File: config.mk
export PLATFORM = sky130hd
export DESIGN_NAME = pipeline_hazard_ctrl
export DESIGN_NICKNAME = d
export VERILOG_FILES = /design/src/rtl/hazard_pkg.sv /design/src/rtl/forward_unit.sv /design/src/rtl/pipeline_hazard_ctrl.sv
export SDC_FILE = /design/constraint.sdc
export NUM_CORES = 1
export LEC_CHECK = 0
export ABC_CLOCK_PERIOD_IN_PS = 3000
export CORE_ASPECT_RATIO = 0.75
export CORE_MARGIN = 4
export CORE_UTILIZATION = 42
export DETAILED_ROUTE_END_ITERATION = 16
export GPL_TIMING_DRIVEN = 0
export PLACE_DENSITY = 0.86
export SETUP_SLACK_MARGIN = 0.15
export SLEW_MARGIN = 40
export SYNTH_ARGS = -nofsm -noshare
export SYNTH_HDL_FRONTEND = slang
export SYNTH_SLANG_ARGS = --single-unit
File: constraint.sdc
create_clock -name clk -period 3 [get_ports clk]
set_input_delay 0.6 -clock clk [delete_from_list [all_inputs] [get_ports clk]]
set_output_delay 0.6 -clock clk [all_outputs]
set_load 0.1 [all_outputs]
File: src/rtl/hazard_pkg.sv
// Shared types for the pipeline hazard controller: forwarding selects, controller states
// and the per-operand forwarding priority rule.
package hazard_pkg;

    typedef enum logic [1:0] {
        FWD_NONE = 2'b00,
        FWD_WB   = 2'b01,
        FWD_MEM  = 2'b10
    } fwd_sel_e;

    typedef enum logic [1:0] {
        RUN  = 2'b00,
        WAIT = 2'b01,
        ERR  = 2'b10
    } hz_state_e;

    // MEM holds the younger result, so it wins over WB; x0 is never forwarded.
    function automatic fwd_sel_e fwd_select(
        input logic [4:0] rs,
        input logic       regwrite_m,
        input logic [4:0] rd_m,
        input logic       regwrite_w,
        input logic [4:0] rd_w
    );
        if (regwrite_m && (rd_m != 5'd0) && (rd_m == rs)) return FWD_MEM;
        if (regwrite_w && (rd_w != 5'd0) && (rd_w == rs)) return FWD_WB;
        return FWD_NONE;
    endfunction

endpackage

File: src/rtl/forward_unit.sv
// Combinational forwarding-select generation for both EX operand muxes.
module forward_unit
    import hazard_pkg::*;
(
    input  logic [4:0] i_rs1_e,
    input  logic [4:0] i_rs2_e,
    input  logic [4:0] i_rd_m,
    input  logic       i_regwrite_m,
    input  logic [4:0] i_rd_w,
    input  logic       i_regwrite_w,
    output logic [1:0] o_fwd_a_e,
    output logic [1:0] o_fwd_b_e
);

    assign o_fwd_a_e = fwd_select(i_rs1_e, i_regwrite_m, i_rd_m, i_regwrite_w, i_rd_w);
    assign o_fwd_b_e = fwd_select(i_rs2_e, i_regwrite_m, i_rd_m, i_regwrite_w, i_rd_w);

endmodule

File: src/rtl/pipeline_hazard_ctrl.sv
// Hazard and sequencing controller for the 5-stage pipeline: stall/flush/freeze priority,
// data-memory wait tracking with a sticky timeout, and a saturating stall-cycle counter.
module pipeline_hazard_ctrl
    import hazard_pkg::*;
#(
    parameter int MEM_TIMEOUT = 15,
    parameter int CNT_W       = 16
) (
    input  logic             clk,
    input  logic             rst,
    input  logic [4:0]       i_rs1_d,
    input  logic [4:0]       i_rs2_d,
    input  logic [4:0]       i_rs1_e,
    input  logic [4:0]       i_rs2_e,
    input  logic [4:0]       i_rd_e,
    input  logic             i_memread_e,
    input  logic [4:0]       i_rd_m,
    input  logic             i_regwrite_m,
    input  logic [4:0]       i_rd_w,
    input  logic             i_regwrite_w,
    input  logic             i_redirect_e,
    input  logic             i_dmem_req_m,
    input  logic             i_dmem_ready,
    output logic             o_stall_f,
    output logic             o_stall_d,
    output logic             o_flush_d,
    output logic             o_flush_e,
    output logic             o_freeze_em,
    output logic [1:0]       o_fwd_a_e,
    output logic [1:0]       o_fwd_b_e,
    output logic             o_mem_timeout_err,
    output logic [CNT_W-1:0] o_stall_cnt
);

    localparam int WCNT_W = $clog2(MEM_TIMEOUT + 1);

    hz_state_e          r_state;
    hz_state_e          w_state_nxt;
    logic [WCNT_W-1:0]  r_wait_cnt;
    logic [WCNT_W-1:0]  w_wait_cnt_nxt;
    logic               r_err;
    logic [CNT_W-1:0]   r_stall_cnt;

    logic               w_load_use;
    logic               w_mem_wait;
    logic               w_frozen;
    logic               w_stall_f;
    logic               w_stall_d;
    logic               w_flush_d;
    logic               w_flush_e;
    logic               w_freeze_em;
    logic [1:0]         w_fwd_a;
    logic [1:0]         w_fwd_b;

    forward_unit u_forward_unit (
        .i_rs1_e      (i_rs1_e),
        .i_rs2_e      (i_rs2_e),
        .i_rd_m       (i_rd_m),
        .i_regwrite_m (i_regwrite_m),
        .i_rd_w       (i_rd_w),
        .i_regwrite_w (i_regwrite_w),
        .o_fwd_a_e    (w_fwd_a),
        .o_fwd_b_e    (w_fwd_b)
    );

    assign w_load_use = i_memread_e && (i_rd_e != 5'd0) &&
                        ((i_rd_e == i_rs1_d) || (i_rd_e == i_rs2_d));
    assign w_mem_wait = i_dmem_req_m && !i_dmem_ready;
    assign w_frozen   = w_mem_wait || (r_state == ERR);

    // Control priority: freeze beats redirect beats load-use bubble.
    always_comb begin
        // NOTE: every always_comb output gets a default first so no path can infer a latch.
        w_stall_f   = 1'b0;
        w_stall_d   = 1'b0;
        w_flush_d   = 1'b0;
        w_flush_e   = 1'b0;
        w_freeze_em = 1'b0;
        if (w_frozen) begin
            w_stall_f   = 1'b1;
            w_stall_d   = 1'b1;
            w_freeze_em = 1'b1;
        end else if (i_redirect_e) begin
            w_flush_d = 1'b1;
            w_flush_e = 1'b1;
        end else if (w_load_use) begin
            w_stall_f = 1'b1;
            w_stall_d = 1'b1;
            w_flush_e = 1'b1;
        end
    end

    always_comb begin
        w_state_nxt    = r_state;
        w_wait_cnt_nxt = r_wait_cnt;
        unique case (r_state)
            RUN: begin
                if (w_mem_wait) begin
                    w_state_nxt    = WAIT;
                    w_wait_cnt_nxt = WCNT_W'(1);
                end
            end
            WAIT: begin
                if (!w_mem_wait) begin
                    w_state_nxt    = RUN;
                    w_wait_cnt_nxt = '0;
                end else if (r_wait_cnt == WCNT_W'(MEM_TIMEOUT)) begin
                    w_state_nxt = ERR;
                end else begin
                    w_wait_cnt_nxt = r_wait_cnt + WCNT_W'(1);
                end
            end
            ERR: w_state_nxt = ERR;
            default: begin
                w_state_nxt    = RUN;
                w_wait_cnt_nxt = '0;
            end
        endcase
    end

    // NOTE: sequential state uses non-blocking assignments so all registers update together.
    always_ff @(posedge clk or posedge rst) begin
        if (rst) begin
            r_state     <= RUN;
            r_wait_cnt  <= '0;
            r_err       <= 1'b0;
            r_stall_cnt <= '0;
        end else begin
            r_state    <= w_state_nxt;
            r_wait_cnt <= w_wait_cnt_nxt;
            if (w_state_nxt == ERR) r_err <= 1'b1;
            if (w_stall_d && (r_stall_cnt != '1)) r_stall_cnt <= r_stall_cnt + CNT_W'(1);
        end
    end

    // Combinational outputs are held quiet for the whole time reset is asserted.
    assign o_stall_f         = w_stall_f   && !rst;
    assign o_stall_d         = w_stall_d   && !rst;
    assign o_flush_d         = w_flush_d   && !rst;
    assign o_flush_e         = w_flush_e   && !rst;
    assign o_freeze_em       = w_freeze_em && !rst;
    assign o_fwd_a_e         = rst ? 2'b00 : w_fwd_a;
    assign o_fwd_b_e         = rst ? 2'b00 : w_fwd_b;
    assign o_mem_timeout_err = r_err;
    assign o_stall_cnt       = r_stall_cnt;

endmodule

==> results of run 1 <==
==> cell usage after synthesis <==
cell	count
sky130_fd_sc_hd__nor3_1	4
sky130_fd_sc_hd__or2b_1	2
sky130_fd_sc_hd__and2_1	2
sky130_fd_sc_hd__and3_1	9
sky130_fd_sc_hd__and4_1	1
sky130_fd_sc_hd__nor2_1	9
sky130_fd_sc_hd__o21ai_2	1
sky130_fd_sc_hd__and2_2	2
sky130_fd_sc_hd__nand2_1	7
sky130_fd_sc_hd__o21ai_0	6
sky130_fd_sc_hd__xor2_1	18
sky130_fd_sc_hd__mux2_4	1
sky130_fd_sc_hd__buf_4	3
sky130_fd_sc_hd__o211a_1	1
sky130_fd_sc_hd__dfrtp_1	23
sky130_fd_sc_hd__a21oi_1	2
sky130_fd_sc_hd__nand3_2	1
sky130_fd_sc_hd__nor4_1	3
sky130_fd_sc_hd__nand2_2	1
sky130_fd_sc_hd__a41oi_1	1
sky130_fd_sc_hd__a22oi_2	1
sky130_fd_sc_hd__or2_2	2
sky130_fd_sc_hd__mux2_2	1
sky130_fd_sc_hd__nand3_1	12
sky130_fd_sc_hd__nor3_2	2
sky130_fd_sc_hd__xnor2_1	25
sky130_fd_sc_hd__o31ai_4	1
sky130_fd_sc_hd__inv_1	2
sky130_fd_sc_hd__buf_6	1
sky130_fd_sc_hd__nand4_2	1
sky130_fd_sc_hd__a31oi_1	2
sky130_fd_sc_hd__ha_1	2
sky130_fd_sc_hd__nand2b_1	1
sky130_fd_sc_hd__nand4_1	7
sky130_fd_sc_hd__o211ai_1	1
sky130_fd_sc_hd__mux2_1	1
sky130_fd_sc_hd__and3_2	2
sky130_fd_sc_hd__o22ai_1	1
sky130_fd_sc_hd__or4_1	4
==> kinds of logic after synthesis <==
kind of cell / count (synthesis) / share of synthesized area
adder cells (fa/ha/maj): 2 / 0.01557
multiplexers: 3 / 0.02336
XOR/XNOR: 43 / 0.2344
AO/OA/AOI/OAI: 17 / 0.07944
flip-flops: 23 / 0.3583
buffers and inverters: 6 / 0.02570
AND/OR/NAND/NOR: 72 / 0.2632
==> where the power goes <==
| group | internal, mW | switching [mW] |
|---|---|---|
| clock network | 0.0927 | 0.0998 |
| logic | 0.169 | 0.477 |
| registers | 0.356 | 0.0479 |
==> per-layer routing <==
metal  vias up  part of all wire  track usage
li1        759                 -            -
met1       740              0.44       0.2437
met2        49              0.49       0.3369
met3         4             0.058      0.05409
met4         0            0.0078      0.03922
met5         -                 0            0
==> worst max-delay path: stages <==
cell and delay (ps):
sky130_fd_sc_hd__clkdlybuf4s15_1 260, sky130_fd_sc_hd__or4_4 570, sky130_fd_sc_hd__o21ai_4 170, sky130_fd_sc_hd__nor3_2 80, sky130_fd_sc_hd__nor4_4 280, sky130_fd_sc_hd__buf_6 260
==> metrics by stage <==
| step | total power, mW | area [sq um] |
|---|---|---|
| 6_report | 1.243 | 2485 |
| 5_1_grt | 1.299 | 2485 |
| 4_1_cts | 1.241 | 2442 |
| 3_5_place_dp | 1.040 | 2282 |
| 2_1_floorplan | 0.8789 | 1667 |
| 3_3_place_gp | 1.077 | 2412 |
==> worst max-delay path by stage <==
stage / start / endpoint / slack (ps) / cells after the start
2_1_floorplan: rst / o_fwd_b_e[0] / -220 / 4
3_3_place_gp: rst / o_fwd_b_e[0] / -1370 / 6
3_5_place_dp: rst / o_fwd_b_e[0] / -660 / 6
4_1_cts: i_rd_m[1] / o_fwd_b_e[0] / 130 / 6
5_1_grt: i_rd_m[0] / o_fwd_b_e[1] / 150 / 6
6_report: i_rd_m[1] / o_fwd_b_e[0] / 190 / 6
==> flip-flops by register name, summed over array words and instances, names as in the netlist <==
register,cells
o_mem_timeout_err,1
r_wait_cnt,4
o_stall_cnt,16
r_state,2
==> repair_timing <==
action	CTS	global route
setup buffers	7	2
hold buffers	0	0
setup endpoints to repair	8	5
gates resized for setup	38	15
cloned	1	0
pin swaps	7	8
==> cell usage in the layout (no fill, tap or decap), drive strengths merged <==
| cell type | n |
|---|---|
| buf | 39 |
| xnor2 | 25 |
| dfrtp | 23 |
| clkdlybuf4s50 | 20 |
| xor2 | 18 |
| nand3 | 13 |
| and3 | 11 |
| nor2 | 9 |
| dlygate4sd2 | 8 |
| nand4 | 8 |
| nand2 | 8 |
| dlymetal6s2s | 7 |
| o21ai | 7 |
| clkdlybuf4s15 | 6 |
| nor3 | 6 |
| or4 | 4 |
| clkbuf | 4 |
| and2 | 4 |
| nor4 | 3 |
| mux2 | 3 |
| or2b | 2 |
| a31oi | 2 |
| a21oi | 2 |
| or2 | 2 |
| ha | 2 |
| clkinvlp | 2 |
| a22oi | 1 |
| nand2b | 1 |
| o31ai | 1 |
| and4 | 1 |
| inv | 1 |
| a41oi | 1 |
| o211ai | 1 |
| o211a | 1 |
| o22ai | 1 |
| clkinv | 1 |
==> layout make-up <==
type | count | area [sq um] | area share
inverters | 2 | 11.26 | 0.004532
plain buffers | 4 | 37.54 | 0.01511
clock buffers | 3 | 41.29 | 0.01662
flip-flops and latches | 23 | 575.6 | 0.2316
repair buffers | 77 | 661.9 | 0.2664
well taps | 52 | 65.06 | 0.02618
repair inverters | 1 | 5.005 | 0.002014
clock inverters | 1 | 5.005 | 0.002014
multi-input cells | 137 | 1082 | 0.4356
==> out/qor.json, run 1 <==
{
  "status": {
    "run_status": "finished, final reports clean"
  },
  "global_routing": {
    "grt_start_max_net_pins": 14,
    "grt_pass1_wl_um": 7169,
    "grtUsageTotal": 0.1927,
    "grt_pass1_vias": 1479,
    "grt_remaining_overflow": 0,
    "initial_antenna_violation_count": 0
  },
  "timing": {
    "fin_crit_sh": 0.9379,
    "max_freq_ghz": 0.3554,
    "hold-worst-slack_ps": 488.0,
    "setup-tns-final_ps": 0,
    "layout_setup_ws_ps": 186.3,
    "final_hold_viol_count": 0,
    "post-route-min-period_ps": 2814,
    "fin_worst_skew_ps": 6.249,
    "rsz0062_at_grt": "true",
    "worst_slew_margin_rel": 0.6059,
    "max_slew_violations": 0,
    "finalSetupViolCount": 0,
    "worstMarginPinSlew_ps": 587.9
  },
  "logic_synthesis": {
    "synth_top_cells_by_area": "sky130_fd_sc_hd__dfrtp_1, sky130_fd_sc_hd__xnor2_1, sky130_fd_sc_hd__xor2_1, sky130_fd_sc_hd__nand3_1, sky130_fd_sc_hd__and3_1",
    "yosys_warnings": 0,
    "netlist.area_leader.share": 0.3583,
    "number_of_nets_in_the_synthesized_netlist": 211,
    "synth-seq-area-share": 0.3583,
    "postSynthRegisterBits": 23,
    "syn-instance-count": 166,
    "synth.distinct_cells": 39,
    "netlist.top_cell.by_area": "sky130_fd_sc_hd__dfrtp_1",
    "postSynthAreaPerCell_sq_um": 9.678,
    "post_synth_instance_area_sq_um": 1607
  },
  "finish": {
    "fin_nets": 294,
    "drive_gt1_frac": 0.3024,
    "finish.cell_count_without_fillers": 300,
    "final_util": 0.6787,
    "synthToLayoutAreaGrowth_pct": 54.67,
    "fillCellCount": 307,
    "antennaDiodeCount": 0
  },
  "route": {
    "routed_wire_length_per_instance_um": 15.31,
    "drt_pass1_iterations": 4,
    "detail_route.wirelength_um": 4592,
    "first_iter_violations": 107,
    "drt_drc_violations_left": 0,
    "detail_route.vias_per_cell": 5.173,
    "dr_total_vias": 1552,
    "ant_nets": 0
  },
  "worst_setup_path": {
    "worst-endpoint-arrival_ps": 2210,
    "worst-r2r-setup-slack_ps": 1100,
    "r2r-end": "o_stall_cnt[9]$_DFFE_PP0P_",
    "worst-r2r-cell-count": 8,
    "crit_path_capture_type": "primary output",
    "timing.rr.start": "o_stall_cnt[2]$_DFFE_PP0P_",
    "critPathKind": "in2out",
    "worstPathRequired_ps": 2400,
    "timing.critical_path.fanout_max": 3,
    "cp-start-kind": "input pin"
  },
  "pwr": {
    "powerDensity_nw_per_um2": 500.2,
    "leakage_nw": 1.147,
    "irDropWorstVdd_v": 0.0004862
  },
  "floorplan": {
    "floorplan.core_area_sq_um": 3661,
    "die_area_sq_um": 4889,
    "floorplan.initialDensity": 0.4388,
    "top_level_ports": 69,
    "placement_rows": 19,
    "die_height_um": 61.56,
    "die_width_um": 79.42
  },
  "clock_network": {
    "clk_root_buffer_cell": "sky130_fd_sc_hd__clkbuf_8",
    "cts_sink_cnt": 23,
    "clock_tree.buffer_depth": 2,
    "path_clk_slew_ps": 80,
    "cts_made_buffers": 3,
    "clock_latency_ps": 260,
    "cts_htree_levels": 1,
    "tritoncts": "done"
  },
  "worst_hold_path": {
    "hold_path.startpoint": "o_stall_cnt[11]$_DFFE_PP0P_",
    "min-delay-path-class": "reg2reg",
    "min_delay_path_depth": 1,
    "min_to": "o_stall_cnt[11]$_DFFE_PP0P_"
  },
  "place": {
    "place.detailed.instances": 286,
    "preCtsSetupSlack_ps": -665.0,
    "io_buffers": 68,
    "dpl.hpwl_um": 3445,
    "place.gp.congestion": 0.8312
  },
  "job": {
    "maxCapViolations": 0
  }
}
Power figures use the tool's default switching activity.
==> run 2, diff against run 1 <==
ABC_AREA = 1   (was default)
CORE_UTILIZATION = 45   (was 42)
PLACE_DENSITY = 0.87   (was 0.86)
==> run 2 against run 1 <==
Final cell count up 34%. Non-clock buffer count down 8. Sequential power down 3%. Critical path depth up 1. Global-route usage up 0.087 points. Critical path type unchanged. Largest power group unchanged. Highest routed layer unchanged.
==> out/qor.json, run 2 <==
{
  "floorplan": {
    "die_area": {"value": 5191, "unit": "sq um", "change": "was 4889 sq um"},
    "floorplan.core_area": {"value": 3804, "unit": "sq um", "change": "was 3661 sq um"},
    "top_level_ports": {"value": 69, "change": "unchanged"},
    "floorplan.initialDensity": {"value": 0.4842, "change": "was 0.4388"},
    "die_height": {"value": 63.41, "unit": "um", "change": "was 61.56 um"},
    "placement_rows": {"value": 19, "change": "unchanged"},
    "die_width": {"value": 81.87, "unit": "um", "change": "was 79.42 um"}
  },
  "worst_setup_path": {
    "cp_slowest_cell": {"value": "sky130_fd_sc_hd__clkdlybuf4s50_1", "change": "was sky130_fd_sc_hd__or4_4"},
    "worst_path_largest_cell_delay": {"value": 600, "unit": "ps", "change": "was 570 ps"},
    "timing.critical_path.fanout_max": {"value": 3, "change": "unchanged"},
    "critPathKind": {"value": "in2out", "change": "unchanged"},
    "cp-start-kind": {"value": "input pin", "change": "unchanged"},
    "ordered_list_of_cells_on_the_worst_path": {"value": "clkdlybuf4s50_1, xnor2_1, o21ai_0, nor4_1, nand2_1, nor3_2, buf_4", "change": "was clkdlybuf4s15_1, or4_4, o21ai_4, nor3_2, nor4_4, buf_6"},
    "worst-endpoint-arrival": {"value": 2170, "unit": "ps", "change": "was 2210 ps"},
    "worst-r2r-cell-count": {"value": 9, "change": "was 8"},
    "worstPathRequired": {"value": 2400, "unit": "ps", "change": "about the same"},
    "crit_path_capture_type": {"value": "primary output", "change": "unchanged"}
  },
  "timing": {
    "finalSetupViolCount": {"value": 0, "change": "unchanged"},
    "rsz0062_at_grt": {"value": "true", "change": "unchanged"},
    "fin_crit_sh": {"value": 0.9244, "change": "was 0.9379"},
    "final_hold_viol_count": {"value": 0, "change": "unchanged"},
    "setup-tns-final": {"value": 0, "unit": "ps", "change": "unchanged"},
    "worst_slew_margin_rel": {"value": 0.6709, "change": "was 0.6059"},
    "max_freq": {"value": 0.3606, "unit": "GHz", "change": "was 0.3554 GHz"},
    "post-route-min-period": {"value": 2773, "unit": "ps", "change": "was 2814 ps"},
    "worstMarginPinSlew": {"value": 497.0, "unit": "ps", "change": "was 587.9 ps"},
    "layout_setup_ws": {"value": 226.7, "unit": "ps", "change": "was 186.3 ps"},
    "max_slew_violations": {"value": 0, "change": "unchanged"},
    "fin_worst_skew": {"value": 4.007, "unit": "ps", "change": "was 6.249 ps"}
  },
  "finish": {
    "area_taken_by_flip_flops_and_latches": {"value": 575.6, "unit": "sq um", "change": "unchanged"},
    "layout_commonest_cell": {"value": "sky130_fd_sc_hd__nand2_1", "change": "was sky130_fd_sc_hd__xnor2_1"},
    "drive_gt1_frac": {"value": 0.1714, "change": "was 0.3024"},
    "synthToLayoutAreaGrowth": {"value": 41.30, "unit": "%", "change": "was 54.67%"},
    "largest_register_ff_count": {"value": 16, "change": "unchanged"},
    "multi_input_comb_area": {"value": 1135, "unit": "sq um", "change": "was 1082 sq um"},
    "fin_nets": {"value": 396, "change": "was 294"},
    "fillCellCount": {"value": 349, "change": "was 307"},
    "antennaDiodeCount": {"value": 0, "change": "unchanged"},
    "layout_common_cells": {"value": "sky130_fd_sc_hd__nand2_1, sky130_fd_sc_hd__clkdlybuf4s50_1, sky130_fd_sc_hd__inv_1", "change": "was sky130_fd_sc_hd__xnor2_1, sky130_fd_sc_hd__dfrtp_1, sky130_fd_sc_hd__clkdlybuf4s50_1, sky130_fd_sc_hd__buf_2, sky130_fd_sc_hd__xor2_1"}
  },
  "route": {
    "first_iter_violations": {"value": 91, "change": "was 107"},
    "dr_total_vias": {"value": 1954, "change": "was 1,552"},
    "ant_nets": {"value": 0, "change": "unchanged"},
    "detail_route.wirelength": {"value": 4814, "unit": "um", "change": "was 4592 um"},
    "routed_wire_length_per_instance": {"value": 11.98, "unit": "um", "change": "was 15.31 um"},
    "drt_pass1_iterations": {"value": 5, "change": "was 4"},
    "drt_drc_violations_left": {"value": 0, "change": "unchanged"},
    "detail_route.vias_per_cell": {"value": 4.861, "change": "was 5.173"}
  },
  "logic_synthesis": {
    "synth_xor_xnor_area_share": {"value": 0.1332, "change": "was 0.2344"},
    "synth.distinct_cells": {"value": 27, "change": "was 39"},
    "synth_compound_gate_area_share": {"value": 0.04144, "change": "was 0.07944"},
    "mux_share_of_post_synthesis_cell_area": {"value": 0.006114, "change": "was 0.02336"},
    "synth_commonest_cells": {"value": "sky130_fd_sc_hd__nand2_1, sky130_fd_sc_hd__inv_1, sky130_fd_sc_hd__nor2_1", "change": "was sky130_fd_sc_hd__xnor2_1, sky130_fd_sc_hd__dfrtp_1, sky130_fd_sc_hd__xor2_1"},
    "synth_fa_ha_area_frac": {"value": 0.01359, "change": "was 0.01558"},
    "synth-seq-area-share": {"value": 0.3125, "change": "was 0.3583"},
    "postSynthRegisterBits": {"value": 23, "change": "unchanged"},
    "postSynthAreaPerCell": {"value": 6.649, "unit": "sq um", "change": "was 9.678 sq um"},
    "syn-instance-count": {"value": 277, "change": "was 166"},
    "yosys.area_share.simple": {"value": 0.3927, "change": "was 0.2632"},
    "synth_enable_flop_cells": {"value": 0, "change": "unchanged"},
    "netlist.area_leader.share": {"value": 0.3125, "change": "was 0.3583"},
    "post-synth-top-count-cell": {"value": "sky130_fd_sc_hd__nand2_1", "change": "was sky130_fd_sc_hd__xnor2_1"},
    "number_of_nets_in_the_synthesized_netlist": {"value": 322, "change": "was 211"},
    "yosys_warnings": {"value": 0, "change": "unchanged"},
    "synthArstFlopShare": {"value": 1.000, "change": "unchanged"},
    "ys.flop_type": {"value": "sky130_fd_sc_hd__dfrtp_1", "change": "unchanged"},
    "netlist.top_cell.by_area": {"value": "sky130_fd_sc_hd__dfrtp_1", "change": "unchanged"},
    "synth_top_family_by_area": {"value": "simple AND/OR/NAND/NOR gates", "change": "unchanged"},
    "post_synth_instance_area": {"value": 1842, "unit": "sq um", "change": "was 1607 sq um"},
    "synth_top_cells_by_area": {"value": "sky130_fd_sc_hd__dfrtp_1, sky130_fd_sc_hd__nand2_1, sky130_fd_sc_hd__nand3_1, sky130_fd_sc_hd__xnor2_1, sky130_fd_sc_hd__inv_1", "change": "was sky130_fd_sc_hd__dfrtp_1, sky130_fd_sc_hd__xnor2_1, sky130_fd_sc_hd__xor2_1, sky130_fd_sc_hd__nand3_1, sky130_fd_sc_hd__and3_1"}
  },
  "clock_network": {
    "clock_tree.buffer_depth": {"value": 2, "change": "unchanged"},
    "clk_root_buffer_cell": {"value": "sky130_fd_sc_hd__clkbuf_8", "change": "unchanged"},
    "tritoncts": {"value": "done", "change": "unchanged"},
    "post-cts-setup-buffer-count": {"value": 0, "change": "was 7"},
    "cts_htree_levels": {"value": 1, "change": "unchanged"},
    "cts_made_buffers": {"value": 3, "change": "unchanged"},
    "clock_latency": {"value": 270, "unit": "ps", "change": "was 260 ps"},
    "cts_sink_cnt": {"value": 23, "change": "unchanged"},
    "path_clk_slew": {"value": 80, "unit": "ps", "change": "about the same"}
  },
  "place": {
    "place.gp.congestion": {"value": 0.8245, "change": "was 0.8312"},
    "preCtsSetupSlack": {"value": -230.8, "unit": "ps", "change": "was -665.0 ps"},
    "dpl.hpwl": {"value": 3897, "unit": "um", "change": "was 3445 um"},
    "io_buffers": {"value": 68, "change": "unchanged"}
  },
  "pwr": {
    "combinationalPowerShare": {"value": 0.462, "change": "was 0.520"},
    "irDropWorstVdd": {"value": 0.0007469, "unit": "V", "change": "was 0.0004862 V"},
    "leakage": {"value": 1.314, "unit": "nW", "change": "was 1.147 nW"},
    "internal_power": {"value": 0.5794, "unit": "mW", "change": "was 0.6181 mW"},
    "seq_power_share": {"value": 0.361, "change": "was 0.325"},
    "switching_share": {"value": 0.4643, "change": "was 0.5027"},
    "powerDensity": {"value": 415.6, "unit": "nW/um^2", "change": "was 500.2 nW/um^2"},
    "clkPwrFrac": {"value": 0.177, "change": "was 0.155"},
    "p_switching": {"value": 0.5023, "unit": "mW", "change": "was 0.6248 mW"}
  },
  "global_routing": {
    "groute.layer.met1.usage": {"value": 0.2347, "change": "was 0.2437"},
    "grt_util_met2": {"value": 0.3417, "change": "was 0.3369"},
    "initial_antenna_violation_count": {"value": 0, "change": "unchanged"},
    "grtUsageTotal": {"value": 0.1935, "change": "was 0.1927"},
    "global_route.peak_usage_layer": {"value": "met2", "change": "unchanged"},
    "grt_remaining_overflow": {"value": 0, "change": "unchanged"},
    "grt_pass1_wl": {"value": 7879, "unit": "um", "change": "was 7169 um"},
    "grt_use_met3": {"value": 0.03846, "change": "was 0.05409"},
    "grt_start_max_net_pins": {"value": 26, "change": "was 14"},
    "grt_pass1_vias": {"value": 1828, "change": "was 1,479"}
  },
  "job": {
    "maxCapViolations": {"value": 0, "change": "unchanged"}
  },
  "status": {
    "run_status": {"value": "finished, final reports clean", "change": "unchanged"}
  },
  "worst_hold_path": {
    "min-delay-path-class": {"value": "in2async", "change": "was reg2reg"}
  }
}
[run 2: power groups by stage]
stage	clock network (mW)	logic, mW	registers [mW]
6_report	0.192	0.500	0.390
5_1_grt	0.211	0.529	0.398
4_1_cts	0.199	0.495	0.390
3_5_place_dp	0	0.490	0.395
3_3_place_gp	0	0.513	0.395
2_1_floorplan	0	0.166	0.583
[run 2: per-layer routing]
layer / vias to the layer above / share of wire
met4: 0 / 0.013
met5: - / 0
li1: 1019 / -
met1: 886 / 0.45
met2: 43 / 0.50
met3: 6 / 0.037
[run 2: worst max-delay path, delay by kind of cell]
family | cells | cell delay (ps)
compound gates | 1 | 110
xor+xnor | 1 | 140
buf+inv | 2 | 910
simple gates | 3 | 400
[run 2: final timing paths]
check	from	slack (ps)	end
setup reg to reg	o_stall_cnt[0]$_DFFE_PP0P_	1280	o_stall_cnt[13]$_DFFE_PP0P_
hold reg to reg	o_mem_timeout_err$_DFFE_PP0N_	470	o_mem_timeout_err$_DFFE_PP0N_
min in group clk	o_mem_timeout_err$_DFFE_PP0N_	470	o_mem_timeout_err$_DFFE_PP0N_
hold / removal	rst	430	o_stall_cnt[5]$_DFFE_PP0P_
setup / recovery	i_rd_w[4]	230	o_fwd_a_e[0]
max in group asynchronous	rst	2370	o_mem_timeout_err$_DFFE_PP0N_
[run 2: cells by family after synthesis]
group | Yosys count
xor gates and xnor gates | 28
AOI/OAI and AO/OA | 14
adders and majority gates | 2
buffers and inverters | 44
DFF | 23
and+or+nand+nor | 165
muxes | 1
[run 2: repair_timing]
action                     4_1_cts  5_1_grt
setup endpoints to repair        6        5
hold buffers                     0        0
gates cloned                     0        1
hold endpoints to repair         0        0
resized for setup                8       11
[run 2: metrics by stage]
step	std cells	hold WS, ps	power [mW]	cell area [sq um]	util
2_1_floorplan	277	466.3	0.7491	1867	-
3_3_place_gp	397	454.1	0.9081	2613	0.6868
3_5_place_dp	397	456.3	0.8852	2482	0.6526
4_1_cts	401	476.2	1.083	2555	0.6717
5_1_grt	402	453.3	1.138	2603	0.6842
6_report	402	433.2	1.082	2603	0.6842
[run 2: layout make-up]
class | count | share of cell area
multi-input cells | 210 | 0.4361
well taps | 52 | 0.02500
clock buffers | 3 | 0.01587
flip-flops and latches | 23 | 0.2212
plain buffers | 5 | 0.01490
inverters | 39 | 0.05817
repair buffers | 68 | 0.2250
clock inverters | 1 | 0.001923
repair inverters | 1 | 0.001923
